File: src/rtl/rsa_pkg.sv
`default_nettype none
// ============================================================================
// Module      : rsa_pkg
// Description : Shared constants for the modular exponentiation datapath:
//               default widths, top-level and multiplier state encodings,
//               and the radix-4 Montgomery quotient-digit helper.
// Revision    : 1.0 - initial release
// ============================================================================
package rsa_pkg;

    // Default operand width and the matching bit-index counter width
    localparam int c_default_bit_len      = 64;
    localparam int c_default_log2_bit_len = 6;

    // mod_exp sequencer states
    localparam logic [2:0] c_st_idle      = 3'd0;
    localparam logic [2:0] c_st_to_mont   = 3'd1;
    localparam logic [2:0] c_st_init_one  = 3'd2;
    localparam logic [2:0] c_st_square    = 3'd3;
    localparam logic [2:0] c_st_mult      = 3'd4;
    localparam logic [2:0] c_st_from_mont = 3'd5;
    localparam logic [2:0] c_st_done      = 3'd6;

    // mon_prod internal states
    localparam logic [1:0] c_mp_idle = 2'd0;
    localparam logic [1:0] c_mp_loop = 2'd1;
    localparam logic [1:0] c_mp_fix  = 2'd2;

    // Radix-4 quotient digit q = t * (-M^-1 mod 4) mod 4.
    // For odd M: M = 1 (mod 4) gives -M^-1 = 3, M = 3 (mod 4) gives -M^-1 = 1,
    // so only bit 1 of the modulus is needed.
    function automatic logic [1:0] mont_q_digit(input logic [1:0] t,
                                                input logic       m_bit1);
        logic [3:0] prod;
        prod = {2'b00, t} * (m_bit1 ? 4'd1 : 4'd3);
        return prod[1:0];
    endfunction

endpackage
`default_nettype wire

File: src/rtl/mon_prod.sv
`default_nettype none
// ============================================================================
// Module      : mon_prod
// Description : Radix-4 Montgomery multiplier. Computes A*B*R^-1 mod M with
//               R = 2^bitLen, fully reduced (< M) when A < 2^bitLen, B < M.
//               Fixed latency: i_start in cycle 0, o_done in cycle
//               bitLen/2 + 2 (one load cycle, bitLen/2 digit steps, one
//               reduction cycle).
// Ports       : clk, rst      - clock, synchronous active-high reset
//               i_start       - one-cycle request, accepted when idle
//               i_a, i_b      - operands, captured on i_start
//               i_m           - odd modulus, held stable by the caller
//               o_done        - one-cycle pulse, o_result valid
//               o_result      - Montgomery product
// Revision    : 1.0 - initial release
// ============================================================================
module mon_prod
    import rsa_pkg::*;
#(
    parameter int bitLen     = c_default_bit_len,
    parameter int log2BitLen = c_default_log2_bit_len
) (
    input  logic              clk,
    input  logic              rst,
    input  logic              i_start,
    input  logic [bitLen-1:0] i_a,
    input  logic [bitLen-1:0] i_b,
    input  logic [bitLen-1:0] i_m,
    output logic              o_done,
    output logic [bitLen-1:0] o_result
);

    // Partial sum stays below M + B < 2M; one step's pre-shift sum is below
    // 8M, so three guard bits are enough.
    localparam int SW = bitLen + 3;
    localparam logic [log2BitLen-1:0] c_last_step = log2BitLen'(bitLen / 2 - 1);

    logic [1:0]            r_state_q, w_state_d;
    logic [bitLen-1:0]     r_a_q,     w_a_d;
    logic [bitLen-1:0]     r_b_q,     w_b_d;
    logic [SW-1:0]         r_s_q,     w_s_d;
    logic [log2BitLen-1:0] r_cnt_q,   w_cnt_d;
    logic                  r_done_q,  w_done_d;
    logic [bitLen-1:0]     r_res_q,   w_res_d;

    logic [SW-1:0]         w_t;
    logic [1:0]            w_q;
    logic [SW-1:0]         w_tq;

    // x * d for a radix-4 digit d, extended to the sum width
    function automatic logic [SW-1:0] mul_digit(input logic [bitLen-1:0] x,
                                                input logic [1:0]        d);
        logic [SW-1:0] xe;
        xe = SW'(x);
        case (d)
            2'd0:    return '0;
            2'd1:    return xe;
            2'd2:    return xe << 1;
            default: return xe + (xe << 1);
        endcase
    endfunction

    // One digit step: S = (S + a_i*B + q*M) / 4, exact by choice of q
    always_comb begin
        w_t  = r_s_q + mul_digit(r_b_q, r_a_q[1:0]);
        w_q  = mont_q_digit(w_t[1:0], i_m[1]);
        w_tq = w_t + mul_digit(i_m, w_q);
    end

    always_comb begin
        w_state_d = r_state_q;
        w_a_d     = r_a_q;
        w_b_d     = r_b_q;
        w_s_d     = r_s_q;
        w_cnt_d   = r_cnt_q;
        w_done_d  = 1'b0;
        w_res_d   = r_res_q;
        case (r_state_q)
            c_mp_idle: begin
                if (i_start) begin
                    w_a_d     = i_a;
                    w_b_d     = i_b;
                    w_s_d     = '0;
                    w_cnt_d   = c_last_step;
                    w_state_d = c_mp_loop;
                end
            end
            c_mp_loop: begin
                w_s_d = w_tq >> 2;
                w_a_d = r_a_q >> 2;
                if (r_cnt_q == '0) begin
                    w_state_d = c_mp_fix;
                end else begin
                    w_cnt_d = r_cnt_q - log2BitLen'(1);
                end
            end
            c_mp_fix: begin
                // Final S < 2M: a single conditional subtraction reduces it
                w_res_d   = bitLen'((r_s_q >= SW'(i_m)) ? (r_s_q - SW'(i_m)) : r_s_q);
                w_done_d  = 1'b1;
                w_state_d = c_mp_idle;
            end
            default: begin
                w_state_d = c_mp_idle;
            end
        endcase
    end

    always_ff @(posedge clk) begin
        if (rst) begin
            r_state_q <= c_mp_idle;
            r_a_q     <= '0;
            r_b_q     <= '0;
            r_s_q     <= '0;
            r_cnt_q   <= '0;
            r_done_q  <= 1'b0;
            r_res_q   <= '0;
        end else begin
            r_state_q <= w_state_d;
            r_a_q     <= w_a_d;
            r_b_q     <= w_b_d;
            r_s_q     <= w_s_d;
            r_cnt_q   <= w_cnt_d;
            r_done_q  <= w_done_d;
            r_res_q   <= w_res_d;
        end
    end

    assign o_done   = r_done_q;
    assign o_result = r_res_q;

endmodule
`default_nettype wire

File: src/rtl/mod_exp.sv
`default_nettype none
// ============================================================================
// Module      : mod_exp
// Description : Montgomery-ladder-free left-to-right modular exponentiation
//               X^E mod M. Every exponent bit costs one squaring, set bits
//               add one multiply; all MonPro operations run on a single
//               mon_prod instance.
// Ports       : clk, rst  - clock, synchronous active-high reset
//               start     - one-cycle request, accepted only in IDLE
//               base      - X (< M)
//               exponent  - E, scanned MSB first
//               modulus   - M (odd, > 1)
//               r2        - R^2 mod M, R = 2^bitLen
//               busy      - operation in progress
//               done      - one-cycle pulse, result valid
//               result    - X^E mod M, held until the next completion/reset
// Revision    : 1.0 - initial release
// ============================================================================
module mod_exp
    import rsa_pkg::*;
#(
    parameter int bitLen     = c_default_bit_len,
    parameter int log2BitLen = c_default_log2_bit_len
) (
    input  logic              clk,
    input  logic              rst,
    input  logic              start,
    input  logic [bitLen-1:0] base,
    input  logic [bitLen-1:0] exponent,
    input  logic [bitLen-1:0] modulus,
    input  logic [bitLen-1:0] r2,
    output logic              busy,
    output logic              done,
    output logic [bitLen-1:0] result
);

    localparam logic [bitLen-1:0]     c_one       = {{(bitLen-1){1'b0}}, 1'b1};
    localparam logic [log2BitLen-1:0] c_top_index = log2BitLen'(bitLen - 1);

    logic [2:0]            r_state_q,    w_state_d;
    logic [log2BitLen-1:0] r_idx_q,      w_idx_d;
    logic [bitLen-1:0]     r_exp_q,      w_exp_d;
    logic [bitLen-1:0]     r_mod_q,      w_mod_d;
    logic [bitLen-1:0]     r_r2_q,       w_r2_d;
    logic [bitLen-1:0]     r_xm_q,       w_xm_d;
    logic [bitLen-1:0]     r_acc_q,      w_acc_d;
    logic [bitLen-1:0]     r_opa_q,      w_opa_d;
    logic [bitLen-1:0]     r_opb_q,      w_opb_d;
    logic                  r_mm_start_q, w_mm_start_d;
    logic [bitLen-1:0]     r_result_q,   w_result_d;

    logic                  w_mm_done;
    logic [bitLen-1:0]     w_mm_result;

    // Sequencer. Each transition out of a MonPro state happens on the
    // mm_done edge and, in the same edge, loads the next operand pair and
    // raises mm_start for the following cycle. Each MonPro therefore takes
    // L_mm + 1 cycles and the operand registers are stable throughout.
    always_comb begin
        w_state_d    = r_state_q;
        w_idx_d      = r_idx_q;
        w_exp_d      = r_exp_q;
        w_mod_d      = r_mod_q;
        w_r2_d       = r_r2_q;
        w_xm_d       = r_xm_q;
        w_acc_d      = r_acc_q;
        w_opa_d      = r_opa_q;
        w_opb_d      = r_opb_q;
        w_mm_start_d = 1'b0;
        w_result_d   = r_result_q;
        case (r_state_q)
            c_st_idle: begin
                if (start) begin
                    // base only feeds the first MonPro, so the operand
                    // register is where it is held
                    w_exp_d      = exponent;
                    w_mod_d      = modulus;
                    w_r2_d       = r2;
                    w_opa_d      = base;
                    w_opb_d      = r2;
                    w_mm_start_d = 1'b1;
                    w_state_d    = c_st_to_mont;
                end
            end
            c_st_to_mont: begin
                if (w_mm_done) begin
                    w_xm_d       = w_mm_result;
                    w_opa_d      = c_one;
                    w_opb_d      = r_r2_q;
                    w_idx_d      = c_top_index;
                    w_mm_start_d = 1'b1;
                    w_state_d    = c_st_init_one;
                end
            end
            c_st_init_one: begin
                if (w_mm_done) begin
                    w_acc_d      = w_mm_result;
                    w_opa_d      = w_mm_result;
                    w_opb_d      = w_mm_result;
                    w_mm_start_d = 1'b1;
                    w_state_d    = c_st_square;
                end
            end
            c_st_square: begin
                if (w_mm_done) begin
                    w_acc_d      = w_mm_result;
                    w_opa_d      = w_mm_result;
                    w_mm_start_d = 1'b1;
                    if (r_exp_q[r_idx_q]) begin
                        w_opb_d   = r_xm_q;
                        w_state_d = c_st_mult;
                    end else if (r_idx_q == '0) begin
                        w_opb_d   = c_one;
                        w_state_d = c_st_from_mont;
                    end else begin
                        w_opb_d   = w_mm_result;
                        w_idx_d   = r_idx_q - log2BitLen'(1);
                        w_state_d = c_st_square;
                    end
                end
            end
            c_st_mult: begin
                if (w_mm_done) begin
                    w_acc_d      = w_mm_result;
                    w_opa_d      = w_mm_result;
                    w_mm_start_d = 1'b1;
                    if (r_idx_q == '0) begin
                        w_opb_d   = c_one;
                        w_state_d = c_st_from_mont;
                    end else begin
                        w_opb_d   = w_mm_result;
                        w_idx_d   = r_idx_q - log2BitLen'(1);
                        w_state_d = c_st_square;
                    end
                end
            end
            c_st_from_mont: begin
                if (w_mm_done) begin
                    w_acc_d    = w_mm_result;
                    w_result_d = (w_mm_result >= r_mod_q) ? (w_mm_result - r_mod_q)
                                                          : w_mm_result;
                    w_state_d  = c_st_done;
                end
            end
            c_st_done: begin
                w_state_d = c_st_idle;
            end
            default: begin
                w_state_d = c_st_idle;
            end
        endcase
    end

    always_ff @(posedge clk) begin
        if (rst) begin
            r_state_q    <= c_st_idle;
            r_idx_q      <= '0;
            r_exp_q      <= '0;
            r_mod_q      <= '0;
            r_r2_q       <= '0;
            r_xm_q       <= '0;
            r_acc_q      <= '0;
            r_opa_q      <= '0;
            r_opb_q      <= '0;
            r_mm_start_q <= 1'b0;
            r_result_q   <= '0;
        end else begin
            r_state_q    <= w_state_d;
            r_idx_q      <= w_idx_d;
            r_exp_q      <= w_exp_d;
            r_mod_q      <= w_mod_d;
            r_r2_q       <= w_r2_d;
            r_xm_q       <= w_xm_d;
            r_acc_q      <= w_acc_d;
            r_opa_q      <= w_opa_d;
            r_opb_q      <= w_opb_d;
            r_mm_start_q <= w_mm_start_d;
            r_result_q   <= w_result_d;
        end
    end

    mon_prod #(
        .bitLen     (bitLen),
        .log2BitLen (log2BitLen)
    ) u_mon_prod (
        .clk      (clk),
        .rst      (rst),
        .i_start  (r_mm_start_q),
        .i_a      (r_opa_q),
        .i_b      (r_opb_q),
        .i_m      (r_mod_q),
        .o_done   (w_mm_done),
        .o_result (w_mm_result)
    );

    assign busy   = (r_state_q != c_st_idle) && (r_state_q != c_st_done);
    assign done   = (r_state_q == c_st_done);
    assign result = r_result_q;

endmodule
`default_nettype wire

File: config.mk
export PLATFORM = sky130hd
export DESIGN_NAME = mod_exp
export DESIGN_NICKNAME = d
export VERILOG_FILES = /design/src/rtl/rsa_pkg.sv /design/src/rtl/mon_prod.sv /design/src/rtl/mod_exp.sv
export SDC_FILE = /design/constraint.sdc
export NUM_CORES = 2
export LEC_CHECK = 0
export CORE_MARGIN = 2
export CORE_UTILIZATION = 66
export CTS_CLUSTER_DIAMETER = 50
export DETAILED_ROUTE_END_ITERATION = 8
export PLACE_DENSITY_LB_ADDON = 0.12
export SYNTH_ARGS = -nofsm -noshare
export SYNTH_HDL_FRONTEND = slang
export SYNTH_SLANG_ARGS = --single-unit
export TNS_END_PERCENT = 1
File: constraint.sdc
create_clock -name clk -period 13.1 [get_ports clk]
set_clock_uncertainty 0.05 [all_clocks]
set_input_delay 2.62 -clock clk [delete_from_list [all_inputs] [get_ports clk]]
set_output_delay 2.62 -clock clk [all_outputs]
set_load 0.01 [all_outputs]
== After elaboration in Yosys (flattened, before gate mapping) ==
Cells that the tools add are included.
Widths: inputs -> output; s select.

* Flip-flop bits (word level): 726
* Input port bits: 259
* Output and inout bits: 66
* Word-level logic and storage cells: 125

* $add $sub $neg: 8
* Multipliers: 1
* $lt $le $gt $ge: 3
* Equality and inequality tests: 24
* Multiplexer cells: 47
* Reduce and logical (&&, ||, !) cells: 25

{| class="wikitable"
|+ Operators with widths
! cell !! count
|-
| $mux 64 || 12
|-
| $pmux 67 s3 || 2
|-
| $pmux 64 s5 || 1
|-
| $pmux 64 s3 || 1
|-
| $add 67x67->67 || 2
|-
| $pmux 67 s2 || 1
|-
| $add 64x65->66 || 2
|-
| $pmux 64 s2 || 1
|-
| $sub 64x64->64 || 2
|-
| $ge 67x64->1 || 1
|-
| $mux 67 || 1
|-
| $ge 64x64->1 || 1
|-
| $mux 6 || 7
|-
| $mux 3 || 8
|-
| $pmux 3 s6 || 1
|-
| $pmux 6 s3 || 1
|-
| $ne 2x1->1 const B || 7
|-
| $logic_not 6->1 || 2
|-
| $pmux 6 s2 || 1
|-
| $reduce_and 2->1 || 6
|-
| $reduce_and 6->1 || 2
|-
| $sub 6x1->6 const B || 2
|-
| $eq 3x3->1 const B || 3
|-
| $reduce_bool 3->1 || 3
|-
| 23 further kinds || 38
|}

== Longest topological paths before layout ==
* Depth in word-level cells: 8
* Gate-level depth with buffers: 40
* Gate-level depth less buffers: 40

== Cells and area by module ==
From an unflattened synthesis, not the netlist that was laid out.

* Cells, all modules: 7,420
* Area total of the unflattened synthesis: 54,110.6 µm²

{| class="wikitable"
|+ Modules (own cells, without submodules)
! module !! instances !! cells an instance !! area an instance (µm²) !! seq. area each (µm²)
|-
| mon_prod || 1 || 4,375 || 31,103.6 || 5,325.1
|-
| mod_exp || 1 || 3,045 || 23,007.1 || 9,168.8
|}

== Worst setup path after synthesis ==
No wires, ideal clock.

* Path kind: flip-flop to flip-flop
* Start point: register u_mon_prod.r_b_q[1]
* End point: register u_mon_prod.r_s_q[60]
* Data arrival time: 7.215 ns
* Required time: 12.933 ns
* Setup slack: 5.718 ns
* Stages on the path, launching flop included: 37
* Path buffers: 1
* Cells stage by stage: dfxtp_1 ha_1 inv_1 fa_1 nand2b_1 a21oi_1 o21ai_1 o21ai_1 nor2_1 o21ai_0 a21o_1 a21oi_1 xnor2_1 mux2_2 a22o_1 ha_1 and4_1 nand3_1 a2111oi_0 o31ai_1 a211oi_1 a21oi_1 xnor2_1 ha_1 clkbuf_1 a21oi_1 o21ai_0 a211oi_1 o21ai_0 a21oi_1 nand3_1 a21oi_1 o21ai_1 a31o_2 a311o_1 xor2_1 a22o_1

* Longest elaborated chain between the ends: 8
* Elaborated cells on any way between the ends: 10
* Those cells by class: 3 x add/sub; 1 x mul; 2 x eq/ne; 3 x mux; 1 x reduce/logical

{| class="wikitable"
|+ Ends and longest elaborated chain
! item !! RTL line !! RTL
|-
| start, declared || mon_prod.sv:40 || <nowiki>logic [bitLen-1:0] r_b_q, w_b_d;</nowiki>
|-
| start signal, assigned || mon_prod.sv:121 || <nowiki>r_b_q <= w_b_d;</nowiki>
|-
| $add 64x65->66 || mon_prod.sv:59 || <nowiki>default: return xe + (xe << 1);</nowiki>
|-
| $pmux 67 s3 (*) || mon_prod.sv:55 || <nowiki>case (d)</nowiki>
|-
| $add 67x67->67 (*) || mon_prod.sv:65 || <nowiki>w_t = r_s_q + mul_digit(r_b_q, r_a_q[1:0]);</nowiki>
|-
| $mul 2x4->2 || rsa_pkg.sv:35 || <nowiki>prod = {2'b00, t} * (m_bit1 ? 4'd1 : 4'd3);</nowiki>
|-
| $eq 2x2->1 (tied with other cells) || mon_prod.sv:55 ||
|-
| $pmux 67 s3 || mon_prod.sv:55 ||
|-
| $add 67x67->67 (*) || mon_prod.sv:67 || <nowiki>w_tq = w_t + mul_digit(i_m, w_q);</nowiki>
|-
| $pmux 67 s2 (*) || mon_prod.sv:78 || <nowiki>case (r_state_q)</nowiki>
|-
| end signal, assigned || mon_prod.sv:122 || <nowiki>r_s_q <= w_s_d;</nowiki>
|-
| end, declared || mon_prod.sv:41 || <nowiki>logic [SW-1:0] r_s_q, w_s_d;</nowiki>
|}

Mark *: on every way between the ends. The rest lies on a longest branch, timed or not.
A chain may end at the register's enable or synchronous reset.

== Worst setup path in the final report ==
Ends and elaborated chain as after synthesis.

==> summary.md <==
| Metric | Value |
|---|---|
| Post-Route Setup TNS | `0 ns` |
| Mean Syn Cell Area | `7.32 um2` |
| Post-synth net total | `~8000` |
| Max VDD drop | `151 uV` |
| Vias in the first global route | `51400` |
| Final WS setup | `3.82 ns` |
| H-tree depth | `3` |
| Die Y | `~290 um` |
| CP arrival | `about 9.8 ns` |
| Area delta synth->final | `12.7%` |
| CP Launch Type | `flop` |
| Synth area leader | `dfxtp_1` |
| Period utilization | `70.8%` |
| PortBufs | `324` |
| Top cell type's share of synthesized area | `27.5%` |
| Unique cell type count in the Yosys netlist | `a little over 90` |
| EDFF count, synth | `0` |
| Post-synth top cells | `nand2_1, a21oi_1, dfxtp_1` |
| GRT overflow | `0` |
| Synth Register Bits | `724` |
| CTS Buf Count | `94` |
| Lkg Pwr | `0.0250 uW` |
| Detailed Route Iter0 Violations | `between 6000 and 7000` |
| GPL Wtd Cong | `~1.0` |
| GR Layer Usage met3 | `6.09%` |
| Via density | `between 6 and 7` |
| Routed wire per std cell | `about 23 um` |
| Synthesized instance count | `7198` |
| Slowest cell on crit path | `a2111oi_0` |
| Post_cts resized | `0` |
| Hold path depth | `2` |
| CTS Hold Buffers Added | `0` |
| Most used cell, CP | `a21oi_1` |
| Initial antenna violation count | `10` |
| Hold Slack | `0.397 ns` |
| CP Class | `flop to flop` |
| Power Dens Cells | `113 nW/um2` |
| Yosys warns | `0` |
| Clk root buf | `clkbuf_16` |
| CP peak stage delay | `about 0.85 ns` |
| Drt pass-1 iters | `8` |
| Layout cells sized above 1 | `4.85%` |
| Remaining DRCs | `0` |
| Core footprint | `just under 80000 um2` |
| Clock Sinks | `approximately 720` |
| Die Wd | `287 um` |
| Clock Latency Late Sink | `0.71 ns` |
| Min Tclk post-route | `9.28 ns` |
| Met1 usage | `53.4%` |
| Status | `complete, no violations` |
| RSZ-0062 raised after global routing | `false` |
| TritonCTS clock tree | `built` |
| CTS max path bufs | `3` |
| First-pass GRT wire length | `286 mm` |
| Nets | `7837` |
| Met2 usage | `68.2%` |
| Pre-CTS WS | `roughly 4.1 ns` |
| Hold Path Class | `flop to flop` |
| Routed vias | `55700` |
| Fmax | `108 MHz` |
| Post-route ant nets | `0` |
| IO Pins | `325` |
| Max Cap Violations | `0` |
| Normalized max-slew margin | `16.4%` |
| Worst Max-Slew Pin Slew | `1.22 ns` |
| Post-DP HPWL | `136 mm` |
| Synth top area cells | `dfxtp_1, a21oi_1, ha_1` |
| Asr flop ratio synth | `0%` |
| Die area | `~82000 um2` |
| Most frequent cell after synthesis | `nand2_1` |
| Ys flop type | `dfxtp_1` |
| Setup bufs post-CTS | `0` |
| Syn Std Cell Area | `52700 um2` |
| Gr usage total | `between 40 and 50%` |
| Fin util | `75.2%` |
| Hold Vio Cnt, Final | `0` |
| GR peak layer | `met2` |
| Crit end category | `flop` |
| R2R depth | `35` |
| Row cnt | `103` |
| Largest net degree at the start of global routing | `198` |
| Fin. max-slew vios | `0` |
| Req. time, crit path | `13.65 ns` |
| Worst-path clk slew | `0.06 ns` |
| Crit-path max FO | `8` |
| Drt total wl | `between 150 and 200 mm` |
| Register area share after synthesis | `between 20% and 30%` |
| Final setup fails | `0` |
| Starting Density | `66.7%` |
logic make-up after synthesis:
kind of cell,share of synthesized area (%)
adder cells (fa/ha/maj),9.49
AO/OA/AOI/OAI,30.6
XOR/XNOR,5.80
buffers and inverters,4.83
AND/OR/NAND/NOR,19.7
multiplexers,2.08
flip-flops,27.5
stage by stage:
stage                     cell area [um2]  instances  total power, uW
after floorplan                     52700       7198             3450
after global placement              56000       8136             3870
after detailed placement            56000       8136             3900
after CTS                           59400       8310             6660
after global routing                59400       8317             6940
final                               59400       8318             6710
final cells by class:
type	instances	area (um2)
diodes	8	20.0
clock buffers	118	2570
clock inverters	56	823
fillers	6147	19600
inverters	176	661
multi-input cells	5809	35900
flip-flops and latches	724	14500
well taps	1050	1310
repair buffers	377	3670
state kept, by name (all words and copies together) (netlist names), 2 cells and up:
| signal | flops |
|---|---|
| result | 64 |
| r_state_q | 3 |
| r_idx_q | 6 |
| r_exp_q | 64 |
| u_mon_prod.r_state_q | 2 |
| u_mon_prod.r_s_q | 65 |
| r_opa_q | 64 |
| u_mon_prod.r_b_q | 64 |
| r_mod_q | 64 |
| u_mon_prod.r_cnt_q | 6 |
| u_mon_prod.o_result | 64 |
| u_mon_prod.r_a_q | 64 |
| r_r2_q | 64 |
| r_xm_q | 64 |
| r_opb_q | 64 |
cells in the final DEF (no fill, tap or decap), types with 14 or more instances in the layout:
master           instances
nand2_1               1212
a21oi_1               1034
dfxtp_1                722
nor2_1                 555
o21ai_0                438
ha_1                   390
clkdlybuf4s50_1        323
a21o_1                 255
xnor2_1                212
inv_1                  172
nor3_1                 155
a221oi_1               144
xor2_1                 133
nand3_1                121
a22o_1                 101
clkbuf_16               94
nand4_1                 81
a31oi_1                 76
a311oi_1                75
a211oi_1                74
o21bai_1                66
nor2b_1                 61
nand2b_1                61
buf_4                   51
o211ai_1                44
and3_1                  38
o31ai_1                 37
mux2_2                  36
o21a_1                  35
and2_1                  30
mux2i_1                 24
a22oi_1                 21
mux4_2                  20
nor4_1                  18
or3_1                   17
a21boi_0                17
o21ai_1                 14
per-layer routing:
| layer | routed length [um] | vias to the layer above |
|---|---|---|
| met4 | 18800 | 4 |
| met3 | 15700 | 892 |
| met1 | 71600 | 25800 |
| li1 | - | 25900 |
| met5 | 32 | - |
| met2 | 81700 | 3102 |
worst paths after layout:
| kind | start | endpoint | slack, ns |
|---|---|---|---|
| min reg2reg | r_opb_q[34]$_SDFFE_PP0P_ | u_mon_prod.r_b_q[34]$_SDFFE_PP0P_ | 0.40 |
| max | u_mon_prod.r_b_q[1]$_SDFFE_PP0P_ | u_mon_prod.r_s_q[60]$_SDFFE_PP0P_ | 3.82 |
| min | r_opb_q[34]$_SDFFE_PP0P_ | u_mon_prod.r_b_q[34]$_SDFFE_PP0P_ | 0.40 |
| max reg2reg | u_mon_prod.r_b_q[1]$_SDFFE_PP0P_ | u_mon_prod.r_s_q[60]$_SDFFE_PP0P_ | 3.82 |
worst max-delay path, delay by kind of cell (launching register included):
kind	cells	cell delay [ns]
simple gates	5	0.81
fa+ha+maj	4	1.36
mux	1	0.26
buf+inv	1	0.07
compound gates	21	5.84
flops	1	0.38
xor+xnor	3	0.43
power by group:
part           switching, uW  internal, uW  leakage, uW
clock network           1120          1670      0.00164
registers                110          2320      0.00589
logic                    956           536       0.0175
total                   2180          4530       0.0250
No activity file was read; power rests on OpenSTA's default activity.
